### config.mk
export PLATFORM = sky130hd
export DESIGN_NAME = tdm_demux_1_to_4_flat
export DESIGN_NICKNAME = d
export VERILOG_FILES = /design/src/rtl/tdm_demux_1_to_4_pkg.sv /design/src/rtl/tdm_demux_1_to_4_if.sv /design/src/rtl/tdm_demux_1_to_4_slot_counter.sv /design/src/rtl/tdm_demux_1_to_4.sv /design/src/flat_wrapper.sv
export SDC_FILE = /design/constraint.sdc
export NUM_CORES = 1
export LEC_CHECK = 0
export CAP_MARGIN = 10
export CORE_AREA = 2 2 46 48
export CTS_CLUSTER_SIZE = 8
export DETAILED_ROUTE_END_ITERATION = 10
export DIE_AREA = 0 0 48 50
export PLACE_DENSITY = 0.69
export REMOVE_ABC_BUFFERS = 1
export SETUP_SLACK_MARGIN = 0.05
export SYNTH_ARGS = -nofsm -noshare
export SYNTH_HDL_FRONTEND = slang
export SYNTH_SLANG_ARGS = --single-unit
### constraint.sdc
create_clock -name CLK -period 3 [get_ports CLK]
set_clock_uncertainty 0.15 [all_clocks]
set_input_delay 0.6 -clock CLK [delete_from_list [all_inputs] [get_ports CLK]]
set_output_delay 0.6 -clock CLK [all_outputs]
set_load 0.02 [all_outputs]
### src/rtl/tdm_demux_1_to_4_pkg.sv
// Shared TDM link definitions for the receive (demux) and transmit (mux) ends.
package tdm_pkg;

   localparam int unsigned SLOTS = 4;

   typedef logic [1:0] slot_t;

   typedef enum logic {
      HUNT   = 1'b0,
      LOCKED = 1'b1
   } tdm_state_t;

   // Slot successor; 3 wraps back to 0.
   function automatic slot_t next_slot(input slot_t s);
      return s + 2'd1;
   endfunction

endpackage

### src/rtl/tdm_demux_1_to_4_if.sv
// Line-side inputs and per-channel outputs of the 4-slot TDM demultiplexer.
interface tdm_demux_1_to_4_if #(
   parameter int unsigned WIDTH = 1
);

   logic             EN;
   logic             SYNC;
   logic [WIDTH-1:0] D;
   logic [WIDTH-1:0] Y0;
   logic [WIDTH-1:0] Y1;
   logic [WIDTH-1:0] Y2;
   logic [WIDTH-1:0] Y3;
   logic             S1;
   logic             S0;
   logic             VALID;
   logic             LOCK;
   logic             ERR;

   // Line receiver / consumer side
   modport master (
      output EN, SYNC, D,
      input  Y0, Y1, Y2, Y3, S1, S0, VALID, LOCK, ERR
   );

   // Demultiplexer side
   modport slave (
      input  EN, SYNC, D,
      output Y0, Y1, Y2, Y3, S1, S0, VALID, LOCK, ERR
   );

endinterface

### src/rtl/tdm_demux_1_to_4_slot_counter.sv
// 2-bit wrapping slot counter: clear to 0, load 1 on a frame marker, else count.
module tdm_slot_counter
   import tdm_pkg::*;
(
   input  logic  clk,
   input  logic  rst_n,
   input  logic  en,
   input  logic  load,
   input  logic  clr,
   output slot_t cnt
);

   // Clear wins over load, load wins over increment.
   always_ff @(posedge clk or negedge rst_n) begin
      if (!rst_n) begin
         cnt <= '0;
      end else if (clr) begin
         cnt <= '0;
      end else if (load) begin
         cnt <= 2'd1;
      end else if (en) begin
         cnt <= next_slot(cnt);
      end
   end

endmodule

### src/rtl/tdm_demux_1_to_4.sv
// Receive end of a 4-slot TDM link: locks to SYNC, captures each slot and
// presents all four channels once per completed frame with a VALID pulse.
module tdm_demux_1_to_4
   import tdm_pkg::*;
#(
   parameter int unsigned WIDTH    = 1,
   parameter int unsigned MAX_MISS = 2
) (
   input logic                  CLK,
   input logic                  RST_N,
   tdm_demux_1_to_4_if.slave    bus
);

   localparam int unsigned MISS_W = (MAX_MISS > 1) ? $clog2(MAX_MISS + 1) : 1;
   localparam logic [MISS_W-1:0] MISS_LAST = MISS_W'(MAX_MISS - 1);

   tdm_state_t        state;
   slot_t             slot;
   logic [MISS_W-1:0] miss;
   logic [WIDTH-1:0]  shadow [SLOTS-1];
   logic [WIDTH-1:0]  y_q    [SLOTS];
   logic              valid_q;
   logic              lock_q;
   logic              err_q;

   logic              miss_hit;
   logic              cnt_clr;
   logic              cnt_load;
   logic              cnt_inc;

   assign miss_hit = (miss == MISS_LAST);

   // Any SYNC beat restarts the frame at slot 1 (HUNT lock, normal slot 0, or
   // resync); a missed marker that exhausts the budget returns the counter to 0.
   assign cnt_clr  = bus.EN && (state == LOCKED) && (slot == 2'd0) && !bus.SYNC && miss_hit;
   assign cnt_load = bus.EN && bus.SYNC;
   assign cnt_inc  = bus.EN && (state == LOCKED);

   tdm_slot_counter u_slot_counter (
      .clk   (CLK),
      .rst_n (RST_N),
      .en    (cnt_inc),
      .load  (cnt_load),
      .clr   (cnt_clr),
      .cnt   (slot)
   );

   // Lock FSM, miss counter, shadow capture and registered channel outputs.
   always_ff @(posedge CLK or negedge RST_N) begin
      if (!RST_N) begin
         state   <= HUNT;
         miss    <= '0;
         valid_q <= 1'b0;
         lock_q  <= 1'b0;
         err_q   <= 1'b0;
         for (int unsigned i = 0; i < SLOTS - 1; i++) shadow[i] <= '0;
         for (int unsigned i = 0; i < SLOTS; i++)     y_q[i]    <= '0;
      end else begin
         valid_q <= 1'b0;
         err_q   <= 1'b0;
         if (bus.EN) begin
            case (state)
               HUNT: begin
                  if (bus.SYNC) begin
                     shadow[0] <= bus.D;
                     state     <= LOCKED;
                     lock_q    <= 1'b1;
                     miss      <= '0;
                  end
               end
               LOCKED: begin
                  if (slot == 2'd0) begin
                     shadow[0] <= bus.D;
                     if (bus.SYNC) begin
                        miss <= '0;
                     end else if (miss_hit) begin
                        state  <= HUNT;
                        lock_q <= 1'b0;
                        miss   <= '0;
                     end else begin
                        miss <= miss + 1'b1;
                     end
                  end else if (bus.SYNC) begin
                     err_q     <= 1'b1;
                     shadow[0] <= bus.D;
                     miss      <= '0;
                  end else begin
                     case (slot)
                        2'd1: shadow[1] <= bus.D;
                        2'd2: shadow[2] <= bus.D;
                        default: begin
                           y_q[0]  <= shadow[0];
                           y_q[1]  <= shadow[1];
                           y_q[2]  <= shadow[2];
                           y_q[3]  <= bus.D;
                           valid_q <= 1'b1;
                        end
                     endcase
                  end
               end
               default: begin
                  state  <= HUNT;
                  lock_q <= 1'b0;
               end
            endcase
         end
      end
   end

   assign bus.Y0    = y_q[0];
   assign bus.Y1    = y_q[1];
   assign bus.Y2    = y_q[2];
   assign bus.Y3    = y_q[3];
   assign bus.S1    = slot[1];
   assign bus.S0    = slot[0];
   assign bus.VALID = valid_q;
   assign bus.LOCK  = lock_q;
   assign bus.ERR   = err_q;

endmodule
### src/flat_wrapper.sv
// flat-port wrapper written by rule: the top's interface ports become plain ports
module tdm_demux_1_to_4_flat import tdm_pkg::*;
#(
   parameter int unsigned WIDTH    = 1,
   parameter int unsigned MAX_MISS = 2
)
  (CLK, RST_N, bus_EN, bus_SYNC, bus_D, bus_Y0, bus_Y1, bus_Y2, bus_Y3, bus_S1, bus_S0, bus_VALID, bus_LOCK, bus_ERR);
  tdm_demux_1_to_4_if #(.WIDTH(WIDTH)) bus_i ();
  input logic CLK;
  input logic RST_N;
  input wire logic [$bits(bus_i.EN)-1:0] bus_EN;
  input wire logic [$bits(bus_i.SYNC)-1:0] bus_SYNC;
  input wire logic [$bits(bus_i.D)-1:0] bus_D;
  output wire logic [$bits(bus_i.Y0)-1:0] bus_Y0;
  output wire logic [$bits(bus_i.Y1)-1:0] bus_Y1;
  output wire logic [$bits(bus_i.Y2)-1:0] bus_Y2;
  output wire logic [$bits(bus_i.Y3)-1:0] bus_Y3;
  output wire logic [$bits(bus_i.S1)-1:0] bus_S1;
  output wire logic [$bits(bus_i.S0)-1:0] bus_S0;
  output wire logic [$bits(bus_i.VALID)-1:0] bus_VALID;
  output wire logic [$bits(bus_i.LOCK)-1:0] bus_LOCK;
  output wire logic [$bits(bus_i.ERR)-1:0] bus_ERR;
  assign bus_i.EN = bus_EN;
  assign bus_i.SYNC = bus_SYNC;
  assign bus_i.D = bus_D;
  assign bus_Y0 = bus_i.Y0;
  assign bus_Y1 = bus_i.Y1;
  assign bus_Y2 = bus_i.Y2;
  assign bus_Y3 = bus_i.Y3;
  assign bus_S1 = bus_i.S1;
  assign bus_S0 = bus_i.S0;
  assign bus_VALID = bus_i.VALID;
  assign bus_LOCK = bus_i.LOCK;
  assign bus_ERR = bus_i.ERR;
  tdm_demux_1_to_4 #(.WIDTH(WIDTH), .MAX_MISS(MAX_MISS)) u_core (.CLK(CLK), .RST_N(RST_N), .bus(bus_i));
endmodule
* Word level (Yosys, flattened, before mapping)
Cells that the tools add are included.
Operators by class: bitwise gates (word level) 4, equality and inequality tests 7, muxes and demuxes 29, add/subtract/negate cells 2, reduce and logical (&&, ||, !) cells 13
Operators with widths (number):
- 5-bit AND reduction | 4
- 1-bit two-way mux | 18
- 2-bit two-way mux | 7
- 2-bit inequality test (second input constant) | 4
- 1-bit one-hot mux with 2 select lines | 3
- 1-bit logical AND | 5
- 2-bit by 1-bit adder with 2-bit output (second input constant) | 2
- 2-bit by 1-bit equality test with 1-bit output (second input constant) | 2
- 1-bit inverter | 4
- 2-bit one-hot mux with 2 select lines | 1
- 3-bit nonzero test | 1
- 2-bit equality test (second input constant) | 1
- 2-bit logical NOT | 1
- 2-bit OR reduction | 1
- 1-bit logical NOT | 1
Word-level totals: bits of input ports 5, word-level logic and storage cells 68, bits in registers 15, output and inout port bits 9

* Logic depth before layout (Yosys ltp)
Gate-level depths: netlist of the first run.
depth in word-level cells 7, mapped depth 6, depth with buffers taken out 5

* Modules after synthesis
From an unflattened synthesis of the first run, not the netlist that was laid out.
Second synthesis, totals: cell total of the unflattened synthesis 55, area, all modules 720.7 um^2
By module, submodules not included:
- tdm_demux_1_to_4 | times used 1, cells an instance 47, area each 623.1 um^2, seq. area each 325.3 um^2
- tdm_slot_counter | times used 1, cells an instance 8, area each 97.6 um^2, seq. area each 50.0 um^2

* Worst setup path before layout of the first run
OpenSTA, ideal clock, no wires.
kind reg2reg, from register u_core.u_slot_counter.cnt[0], to register u_core.y_q, in the netlist u_core.bus.Y0, data arrival time 1.644 ns, path slack 1.081 ns, cell stages (with the launch flop) 7, data required time 2.725 ns, path buffers 1, clock period less this slack 1.919 ns, setup time 0.125 ns, path through dfrtp_1 -> inv_1 -> ha_1 -> and4bb_4 -> and2_4 -> buf_6 -> mux2_4
Between the ends: word-level cells in the longest chain between the ends 4, elaborated cells on any way between the ends 7, classes of those cells eq/ne: 2; bitwise: 2; reduce/logical: 3
Ends and longest elaborated chain:
- start: declaration | RTL line tdm_demux_1_to_4_slot_counter.sv:10 | output slot_t cnt
- start signal: assignment | RTL line tdm_demux_1_to_4_slot_counter.sv:22 | cnt <= next_slot(cnt);
- 2-bit by 1-bit equality test with 1-bit output or 2-bit equality test (tied branches) | RTL line tdm_demux_1_to_4.sv:88 | case (slot)
- 2-bit OR reduction (no source line)
- 1-bit inverter (no source line)
- 5-bit AND reduction (no source line) (*)
- end: declaration | RTL line tdm_demux_1_to_4.sv:21 | logic [WIDTH-1:0] y_q [SLOTS];
Mark *: on every way between the ends. The rest lies on a longest branch, timed or not. A chain may end at the register's enable or synchronous reset.

* Final worst setup path of the first run
from register u_core.u_slot_counter.cnt[0], to output port bus_S0
RTL lines:
- end: declaration | RTL line flat_wrapper.sv:19 | output wire logic [$bits(bus_i.S0)-1:0] bus_S0;
No word-level cell between the ends.

==> run summary, run 1 <==
==========================================================================
Estimated wirelength of the detail-placed design                    891 um
Horizontal die dimension                                             48 um
Total routing resource utilization after global routing              11.6%
Kind of start point of the critical path                              flop
Clock slew at reported path FFs                                     100 ps
Power density normalized to cell area                          875 nW/um^2
Fill cell count                                                        159
Relative contribution of the clock network to total power            14.4%
Setup Viol. Count Final                                                  0
Antenna cells                                                            0
Critical Path Fanout Max                                                 5
Post-Synthesis Mean Instance Area                                12.7 um^2
Switching Power                                                 0.000260 W
Unrepaired setup endpoints after global routing                         no
Highest ir drop seen on vdd                                     0.000374 V
Summed area of non-filler cells in the final layout               881 um^2
Flop2flop setup slack                                              1140 ps
Netlist Area Pre-Place                                            711 um^2
Pin slew with the least headroom to its limit                       635 ps
Element type at the critical path end                          output port
Cell chosen for the clock root                                sky130_fd_sc_hd__clkbuf_4
Worst-Skew Late Latency                                             280 ps
Area growth from synthesis to layout                                 23.9%
Post-route DRC                                                           0
Status                                                        finished, final reports clean
Buffers & Inverters on Critical Path                                     1
Leakage Power                                                     0.391 nW
Antenna violations before repair                                         0
Detailed-route vias per instance                                      4.66
Total of max-cap violations                                              0
Kind of path behind the tightest hold check                   flop to flop
Switching part of the total                                          33.8%
Area occupied by registers                                        375 um^2
Hold-fix buffers, CTS                                                    0
Pin count of the biggest net entering global routing                    16
Die outline area                                                 2400 um^2
Max stage delay cell, worst path                              sky130_fd_sc_hd__clkdlybuf4s50_1
Max Buffers Root-to-Sink                                                 2
Warning count from the yosys run                                         0
Via total after detailed routing                                       452
Number of buffers inserted during clock tree synthesis                   3
Instance area after placement                                     855 um^2
Count of input and output buffers                                       13
Pins Over Slew Limit                                                     0
Detailed Routing Iterations Pass 1                                       3
Initial core utilization                                             37.4%
Fin nets                                                                79
Cell count after synthesis                                              56
Aggregate routed wire length                                       1160 um
Number of distinct library cells after synthesis                        26
# H-tree levels                                                          1
Kind of cell adding the most delay to the critical path       buffers and inverters
Final period util                                                    69.5%
Data required time of the critical path                            2250 ps
Count of flip-flops with a built-in enable after synthesis               0
CP max stage delay                                                  630 ps
Global placement routability congestion                              0.758
Area of the core                                                 1900 um^2
Total number of clock tree sinks                                        15
Post-CTS resize count                                                    0
Synth Flop Type                                               sky130_fd_sc_hd__dfrtp_1
Number of setup buffers added after CTS                                  0
Async set-or-reset flop fraction in the synthesized netlist           100%
Number of nets still failing antenna checks after routing                0
Sequential power share                                               42.4%
Internal Pwr Total                                              0.000511 W
Sequential area share after synthesis                                52.8%
Footprint of the multi-input gates                                300 um^2
Wirelength per Cell                                                11.9 um
Number of global-route vias before repair                              446
DRC marker count from the first detailed-route iteration                 1
Aggregate negative setup slack                                        0 ps
Crit path DAT                                                      1340 ps
Count of pins on the block boundary                                     14
Layout cells sized above 1                                           20.0%
Crit path time final                                               2090 ps
Crit path cell chain                                          clkdlybuf4s50_1
Startpoint-to-endpoint class of the critical path             flop to output port
Minimum setup slack in the final design                             914 ps
FP Rows                                                                 16
Floorplan die height                                                 50 um
First-pass GRT wire length                                         1970 um
Maximum operating frequency                                        479 MHz
Post-Place Worst Slack                                              640 ps
Comb power frac                                                      43.3%
Hold violation total from the final report                               0
CTS tree                                                               yes
Slew Limit Headroom                                                  57.6%
Share of the core filled with cells in the final layout              46.3%
Total grt overflow                                                       0
Number of register bits inferred by synthesis                           15
==========================================================================
through the flow:
step / hold WS, ps / instances / power (W)
6_report: 357 / 97 / 0.000771
3_3_place_gp: 338 / 93 / 0.000663
4_1_cts: 364 / 97 / 0.000783
5_1_grt: 381 / 97 / 0.000832
2_1_floorplan: 154 / 53 / 0.000536
3_5_place_dp: 346 / 93 / 0.000671
cell families (layout without fill, tap and decap cells):
logic type                 after synthesis  count (layout)  share of synthesized area [%]
muxes                                    8               8                           14.6
AOI/OAI and AO/OA                       11              11                           10.4
and+or+nand+nor                         12              12                           12.0
buffers and inverters                    7              21                           4.93
adders and majority gates                3               3                           5.28
DFF                                     15              15                           52.8
routing by layer:
metal / up-vias / wire length (um) / GRT usage, %
li1: 226 / - / -
met1: 214 / 569 / 15.5
met2: 10 / 522 / 16.9
met3: 2 / 50 / 4.40
met4: 0 / 13 / 4.05
met5: - / 0 / 0
cells in the mapped netlist, types with 2 or more instances:
cell type | n | share of area (%)
sky130_fd_sc_hd__mux2_2 | 3 | 4.8
sky130_fd_sc_hd__inv_1 | 4 | 2.1
sky130_fd_sc_hd__mux2_4 | 4 | 8.5
sky130_fd_sc_hd__dfrtp_1 | 15 | 53
sky130_fd_sc_hd__ha_1 | 3 | 5.3
sky130_fd_sc_hd__a21oi_1 | 2 | 1.4
sky130_fd_sc_hd__o21ai_0 | 3 | 2.1
sky130_fd_sc_hd__nand2_1 | 4 | 2.1
power by group through the flow:
stage / logic [W] / registers, W / clock network [W]
floorplan: 0.000162 / 0.000374 / 0
global placement: 0.000332 / 0.000331 / 0
detailed placement: 0.000338 / 0.000333 / 0
CTS: 0.000338 / 0.000329 / 0.000115
global route: 0.000369 / 0.000338 / 0.000125
finish: 0.000334 / 0.000327 / 0.000111
registers in the layout, indices dropped and copies added, names as in the netlist:
register / flops
u_core.bus.Y2: 1
u_core.miss: 2
u_core.state: 1
u_core.bus.VALID: 1
u_core.bus.Y3: 1
u_core.u_slot_counter.cnt: 2
u_core.shadow: 3
u_core.bus.Y0: 1
u_core.bus.LOCK: 1
u_core.bus.ERR: 1
u_core.bus.Y1: 1
worst reg2reg max path: stages, from the launching register on:
cell                       delay [ps]
sky130_fd_sc_hd__dfrtp_1          430
sky130_fd_sc_hd__inv_1             80
sky130_fd_sc_hd__ha_1             250
sky130_fd_sc_hd__and4bb_4         330
sky130_fd_sc_hd__and2_4           190
sky130_fd_sc_hd__mux2_4           300
final cells by class:
type	instances	share of cell area [%]
inverters	4	1.70
multi-input cells	34	34.1
well taps	27	3.84
flip-flops and latches	15	42.6
clock buffers	4	2.98
repair buffers	13	14.8
worst paths after layout:
| kind | startpoint | endpoint | cells past startpoint |
|---|---|---|---|
| setup / recovery | u_core.u_slot_counter.cnt[0] | bus_S0 | 1 |
| hold / removal | u_core.shadow[0] | u_core.bus.Y2 | 1 |
| setup reg to reg | u_core.u_slot_counter.cnt[0] | u_core.bus.Y0 | 5 |
| hold reg to reg | u_core.shadow[0] | u_core.bus.Y2 | 1 |
| max in group asynchronous | RST_N | u_core.bus.Y3 | 1 |
| min in group asynchronous | RST_N | u_core.state | 1 |
placed cells by master, fill, tap and decap left out, drive strengths merged, types with 2 or more instances in the layout:
cell type,Yosys,final
dfrtp,15,15
mux2,7,7
nand2,4,4
o21ai,3,3
ha,3,3
inv,4,4
a21oi,2,2
and2,2,2
clkbuf,1,4
clkdlybuf4s50,0,13
Power figures use the tool's default switching activity.
==> inputs of run 2 (changes only) <==
--- a/config.mk
+++ b/config.mk
@@ -10,7 +10,7 @@
 export CTS_CLUSTER_SIZE = 8
 export DETAILED_ROUTE_END_ITERATION = 10
 export DIE_AREA = 0 0 48 50
-export PLACE_DENSITY = 0.69
+export PLACE_DENSITY = 0.72
 export REMOVE_ABC_BUFFERS = 1
 export SETUP_SLACK_MARGIN = 0.05
 export SYNTH_ARGS = -nofsm -noshare
==> constraint.sdc (replaced) <==
create_clock -name CLK -period 1.7 [get_ports CLK]
set_clock_uncertainty 0.15 [all_clocks]
set_input_delay 0.34 -clock CLK [delete_from_list [all_inputs] [get_ports CLK]]
set_output_delay 0.34 -clock CLK [all_outputs]
set_load 0.02 [all_outputs]
==> run summary, run 2 (synthesis results as in run 1) <==
========================================================================
Status                                                      finished, final reports clean
Area of the core                                               1900 um^2
Wirelength per Cell                                              11.9 um
Total routing resource utilization after global routing            12.9%
Crit path DAT                                                    1660 ps
Estimated wirelength of the detail-placed design                  949 um
Max Buffers Root-to-Sink                                               2
Instance area after placement                                   900 um^2
Number of flip-flops under the largest register name                   3
Leakage Power                                                   0.465 nW
Kind of path behind the tightest hold check                 primary input to async pin
Startpoint-to-endpoint class of the critical path           flop to flop
Total number of clock tree sinks                                      15
Count of placed standard cells including taps                         99
Summed area of non-filler cells in the final layout             956 um^2
Highest ir drop seen on vdd                                   0.000737 V
Pin slew with the least headroom to its limit                     309 ps
Crit path time final                                             1640 ps
Largest reg by FF count                                     u_core.shadow
Power density normalized to cell area                       1500 nW/um^2
Final Non-Filler Cells                                               107
Relative contribution of the clock network to total power          14.0%
Unrepaired setup endpoints after global routing                      yes
Worst-Skew Late Latency                                           280 ps
# H-tree levels                                                        1
Comb power frac                                                    46.4%
Commonest non-fill, non-tap cells in the layout             sky130_fd_sc_hd__dfrtp_1 (15), sky130_fd_sc_hd__buf_4 (10), sky130_fd_sc_hd__dlygate4sd2_1 (7)
Pins Over Slew Limit                                                   0
Switching Power                                               0.000503 W
Via total after detailed routing                                     510
Final period util                                                  96.7%
Antenna violations before repair                                       0
Setup Viol. Count Final                                                0
Number of global-route vias before repair                            521
Initial core utilization                                           37.4%
Hold violation total from the final report                             0
Fill cell count                                                      178
Slew Limit Headroom                                                79.1%
Element type at the critical path end                               flop
Most common cell after layout, fill and taps aside          sky130_fd_sc_hd__dfrtp_1
Total grt overflow                                                     0
Area growth from synthesis to layout                               34.5%
Switching part of the total                                        35.0%
Share of the core filled with cells in the final layout            50.3%
Data required time of the critical path                          1720 ps
Die outline area                                               2400 um^2
Cell chosen for the clock root                              sky130_fd_sc_hd__clkbuf_4
Count of input and output buffers                                     13
Number of nets still failing antenna checks after routing              0
Sequential power share                                             39.6%
Global placement routability congestion                            0.755
Maximum operating frequency                                      608 MHz
Fin nets                                                              89
Count of pins on the block boundary                                   14
Layout cells sized above 1                                         36.3%
Total of max-cap violations                                            0
Floorplan die height                                               50 um
FP Rows                                                               16
Number of buffers inserted during clock tree synthesis                 3
CTS tree                                                             yes
Post-route DRC                                                         0
Pin count of the biggest net entering global routing                  16
Aggregate routed wire length                                     1270 um
First-pass GRT wire length                                       2210 um
Hold-fix buffers, CTS                                                  0
Kind of start point of the critical path                            flop
Antenna cells                                                          0
Detailed-route vias per instance                                    4.77
Power Total                                                    0.00143 W
Detailed Routing Iterations Pass 1                                     4
Clock slew at reported path FFs                                    90 ps
Horizontal die dimension                                           48 um
Internal Pwr Total                                            0.000932 W
DRC marker count from the first detailed-route iteration               6
Critical Path Fanout Max                                               5
Largest registers                                           u_core.shadow (3), u_core.miss (2), u_core.u_slot_counter.cnt (2)
========================================================================
## run 2: power by group through the flow
| stage | Combinational, W | Sequential, W | Clock, W |
|---|---|---|---|
| 6_report | 0.000665 | 0.000568 | 0.000201 |
| 5_1_grt | 0.000726 | 0.000586 | 0.000230 |
| 4_1_cts | 0.000662 | 0.000568 | 0.000213 |
| 3_5_place_dp | 0.000658 | 0.000575 | 0 |
| 3_3_place_gp | 0.000641 | 0.000569 | 0 |
| 2_1_floorplan | 0.000287 | 0.000660 | 0 |
## run 2: routing by layer
| metal | track usage [%] | wire (um) |
|---|---|---|
| met5 | 0 | 0 |
| met4 | 5.41 | 0 |
| met3 | 3.30 | 54 |
| met2 | 19.8 | 652 |
| met1 | 16.8 | 561 |
## run 2: stage by stage
stage          TNS [ps]  hold slack [ps]  worst slack, ps
2_1_floorplan      -731             -106             -162
3_3_place_gp       -722              338             -160
3_5_place_dp       -850              344             -180
4_1_cts               0              215             31.0
5_1_grt               0              221             14.9
6_report              0              215             55.9
## run 2: timing repair
item	in CTS	in global routing
setup endpoints to repair	14	9
pin swaps	3	2
gates resized for setup	13	4
cloned	0	0
buffers inserted	3	1
## run 2: critical path, stage by stage (launching register included)
cell	delay (ps)
sky130_fd_sc_hd__dfrtp_1	390
sky130_fd_sc_hd__inv_2	60
sky130_fd_sc_hd__ha_4	160
sky130_fd_sc_hd__and4bb_4	290
sky130_fd_sc_hd__and2_4	180
sky130_fd_sc_hd__mux2_4	300
## run 2: cell type report
cell class | instances | area [um^2] | area share, %
clock inverters | 1 | 5.00 | 0.524
well taps | 27 | 33.8 | 3.53
multi-input cells | 34 | 313 | 32.7
repair buffers | 23 | 191 | 20.0
inverters | 4 | 15.0 | 1.57
clock buffers | 3 | 22.5 | 2.36
flip-flops and latches | 15 | 375 | 39.3
## run 2: worst paths after layout
kind | from | end | slack (ps) | depth (start not counted)
hold / removal | RST_N | u_core.bus.VALID | 220 | 2
hold reg to reg | u_core.shadow[2] | u_core.bus.Y0 | 360 | 1
setup / recovery | u_core.u_slot_counter.cnt[1] | u_core.bus.Y2 | 60 | 5
min in group CLK | u_core.shadow[2] | u_core.bus.Y0 | 360 | 1
max in group asynchronous | RST_N | u_core.miss[1] | 1010 | 2
setup reg to reg | u_core.u_slot_counter.cnt[1] | u_core.bus.Y2 | 60 | 5
==> inputs of run 3 (changes only) <==
--- a/config.mk
+++ b/config.mk
@@ -6,13 +6,14 @@
 export NUM_CORES = 1
 export LEC_CHECK = 0
 export CAP_MARGIN = 10
-export CORE_AREA = 2 2 46 48
+export CORE_AREA = 2 2 44 46
 export CTS_CLUSTER_SIZE = 8
 export DETAILED_ROUTE_END_ITERATION = 10
-export DIE_AREA = 0 0 48 50
-export PLACE_DENSITY = 0.72
+export DIE_AREA = 0 0 46 48
+export PLACE_DENSITY = 0.77
 export REMOVE_ABC_BUFFERS = 1
 export SETUP_SLACK_MARGIN = 0.05
 export SYNTH_ARGS = -nofsm -noshare
 export SYNTH_HDL_FRONTEND = slang
 export SYNTH_SLANG_ARGS = --single-unit
+export TNS_END_PERCENT = 30
==> run summary, run 3 (synthesis results as in run 1) <==
========================================================================
Layout cells sized above 1                                         31.6%
Detailed-route vias per instance                                    5.40
# H-tree levels                                                        1
Pin slew with the least headroom to its limit                     261 ps
Pin count of the biggest net entering global routing                  16
Estimated wirelength of the detail-placed design                  947 um
Unrepaired setup endpoints after global routing                      yes
Final period util                                                  96.3%
Data required time of the critical path                          1720 ps
Cell chosen for the clock root                              sky130_fd_sc_hd__clkbuf_4
Highest ir drop seen on vdd                                   0.000693 V
Worst-Skew Late Latency                                           290 ps
Aggregate routed wire length                                     1260 um
Share of the core filled with cells in the final layout            54.3%
Power density normalized to cell area                       1510 nW/um^2
Total of max-cap violations                                            0
Antenna cells                                                          0
Maximum operating frequency                                      611 MHz
Area of the core                                               1690 um^2
Kind of path behind the tightest hold check                 primary input to async pin
Element type at the critical path end                               flop
Slew Limit Headroom                                                82.4%
Number of buffers inserted during clock tree synthesis                 3
Hold violation total from the final report                             0
Largest registers                                           u_core.shadow (3), u_core.miss (2), u_core.u_slot_counter.cnt (2)
Die outline area                                               2210 um^2
Final Non-Filler Cells                                                93
DRC marker count from the first detailed-route iteration              13
Total routing resource utilization after global routing            12.8%
Crit path DAT                                                    1660 ps
Post-route DRC                                                         0
Number of global-route vias before repair                            473
Critical Path Fanout Max                                               5
Initial core utilization                                           42.1%
Fill cell count                                                      155
Detailed Routing Iterations Pass 1                                     4
Wirelength per Cell                                              13.5 um
Count of pins on the block boundary                                   14
Count of input and output buffers                                     13
Pins Over Slew Limit                                                   0
Area growth from synthesis to layout                               29.0%
Setup Viol. Count Final                                                0
Kind of start point of the critical path                            flop
Leakage Power                                                   0.448 nW
Aggregate negative setup slack                                      0 ps
Number of flip-flops under the largest register name                   3
Largest reg by FF count                                     u_core.shadow
Global placement routability congestion                            0.741
Status                                                      finished, final reports clean
Count of placed standard cells including taps                         89
Total grt overflow                                                     0
Max Buffers Root-to-Sink                                               2
Antenna violations before repair                                       0
FP Rows                                                               15
CTS tree                                                             yes
Hold-fix buffers, CTS                                                  0
Most common cell after layout, fill and taps aside          sky130_fd_sc_hd__dfrtp_1
Startpoint-to-endpoint class of the critical path           flop to flop
Clock slew at reported path FFs                                    90 ps
Floorplan die height                                               48 um
Number of nets still failing antenna checks after routing              0
First-pass GRT wire length                                       1970 um
Horizontal die dimension                                           46 um
Via total after detailed routing                                     502
Crit path time final                                             1640 ps
Fin nets                                                              85
Commonest non-fill, non-tap cells in the layout             sky130_fd_sc_hd__dfrtp_1 (15), sky130_fd_sc_hd__dlygate4sd2_1 (8), sky130_fd_sc_hd__buf_4 (6)
Total number of clock tree sinks                                      15
========================================================================
[run 3: cell types whose count changed in the layout (fill, tap and decap cells not counted)]
cell,previous run,this run
sky130_fd_sc_hd__dlygate4sd2_1,7,8
sky130_fd_sc_hd__buf_4,10,6
sky130_fd_sc_hd__o21ai_1,1,0
sky130_fd_sc_hd__o21ai_0,2,3
sky130_fd_sc_hd__clkbuf_2,1,0
[run 3: layer usage]
| metal | GRT usage (%) | share of wire, % |
|---|---|---|
| met5 | 0 | 0 |
| met4 | 5.14 | 1.1 |
| met3 | 4.53 | 4.7 |
| met2 | 22.2 | 49 |
| met1 | 14.3 | 45 |
[run 3: critical path, stage by stage, from the launching register on]
cell and delay (ps):
sky130_fd_sc_hd__dfrtp_1 380, sky130_fd_sc_hd__inv_2 60, sky130_fd_sc_hd__ha_4 150, sky130_fd_sc_hd__and4bb_4 300
sky130_fd_sc_hd__and2_4 190, sky130_fd_sc_hd__mux2_4 300
[run 3: cell type report]
type | instances | area [um^2] | area share, %
multi-input cells | 34 | 313 | 34.1
clock inverters | 1 | 5.00 | 0.546
inverters | 4 | 15.0 | 1.64
repair buffers | 19 | 165 | 18.0
well taps | 17 | 21.3 | 2.32
flip-flops and latches | 15 | 375 | 40.9
clock buffers | 3 | 22.5 | 2.46
[run 3: through the flow]
stage / instance area (um^2) / worst slack, ps / power (W) / hold WS [ps]
2_1_floorplan: 691 / -162 / 0.000946 / -106
3_3_place_gp: 887 / -160 / 0.00121 / 336
3_5_place_dp: 887 / -174 / 0.00123 / 345
4_1_cts: 916 / 36.7 / 0.00141 / 211
5_1_grt: 917 / 19.2 / 0.00149 / 224
6_report: 917 / 63.0 / 0.00139 / 213
[run 3: where the power goes]
group	switching, W	internal [W]	total (W)	leakage (nW)
clock	0.000116	0.0000875	0.000203	0.0177
combinational	0.000291	0.000324	0.000615	0.243
sequential	0.0000858	0.000483	0.000569	0.188
[run 3: final timing paths]
check / from / endpoint / slack [ps] / cells past startpoint
setup / recovery: u_core.u_slot_counter.cnt[0] / u_core.bus.Y1 / 60 / 5
hold / removal: RST_N / u_core.bus.VALID / 210 / 2
setup reg to reg: u_core.u_slot_counter.cnt[0] / u_core.bus.Y1 / 60 / 5
hold reg to reg: u_core.bus.Y1 / u_core.bus.Y1 / 360 / 1
max in group asynchronous: RST_N / u_core.u_slot_counter.cnt[1] / 1010 / 2
min in group CLK: u_core.bus.Y1 / u_core.bus.Y1 / 360 / 1
[run 3: what timing repair did]
item	4_1_cts	5_1_grt
endpoints found under the hold margin	0	0
setup endpoints to repair	13	6
buffers inserted	0	0
gates resized for setup	13	1
pin swaps	2	0
cloned	0	0
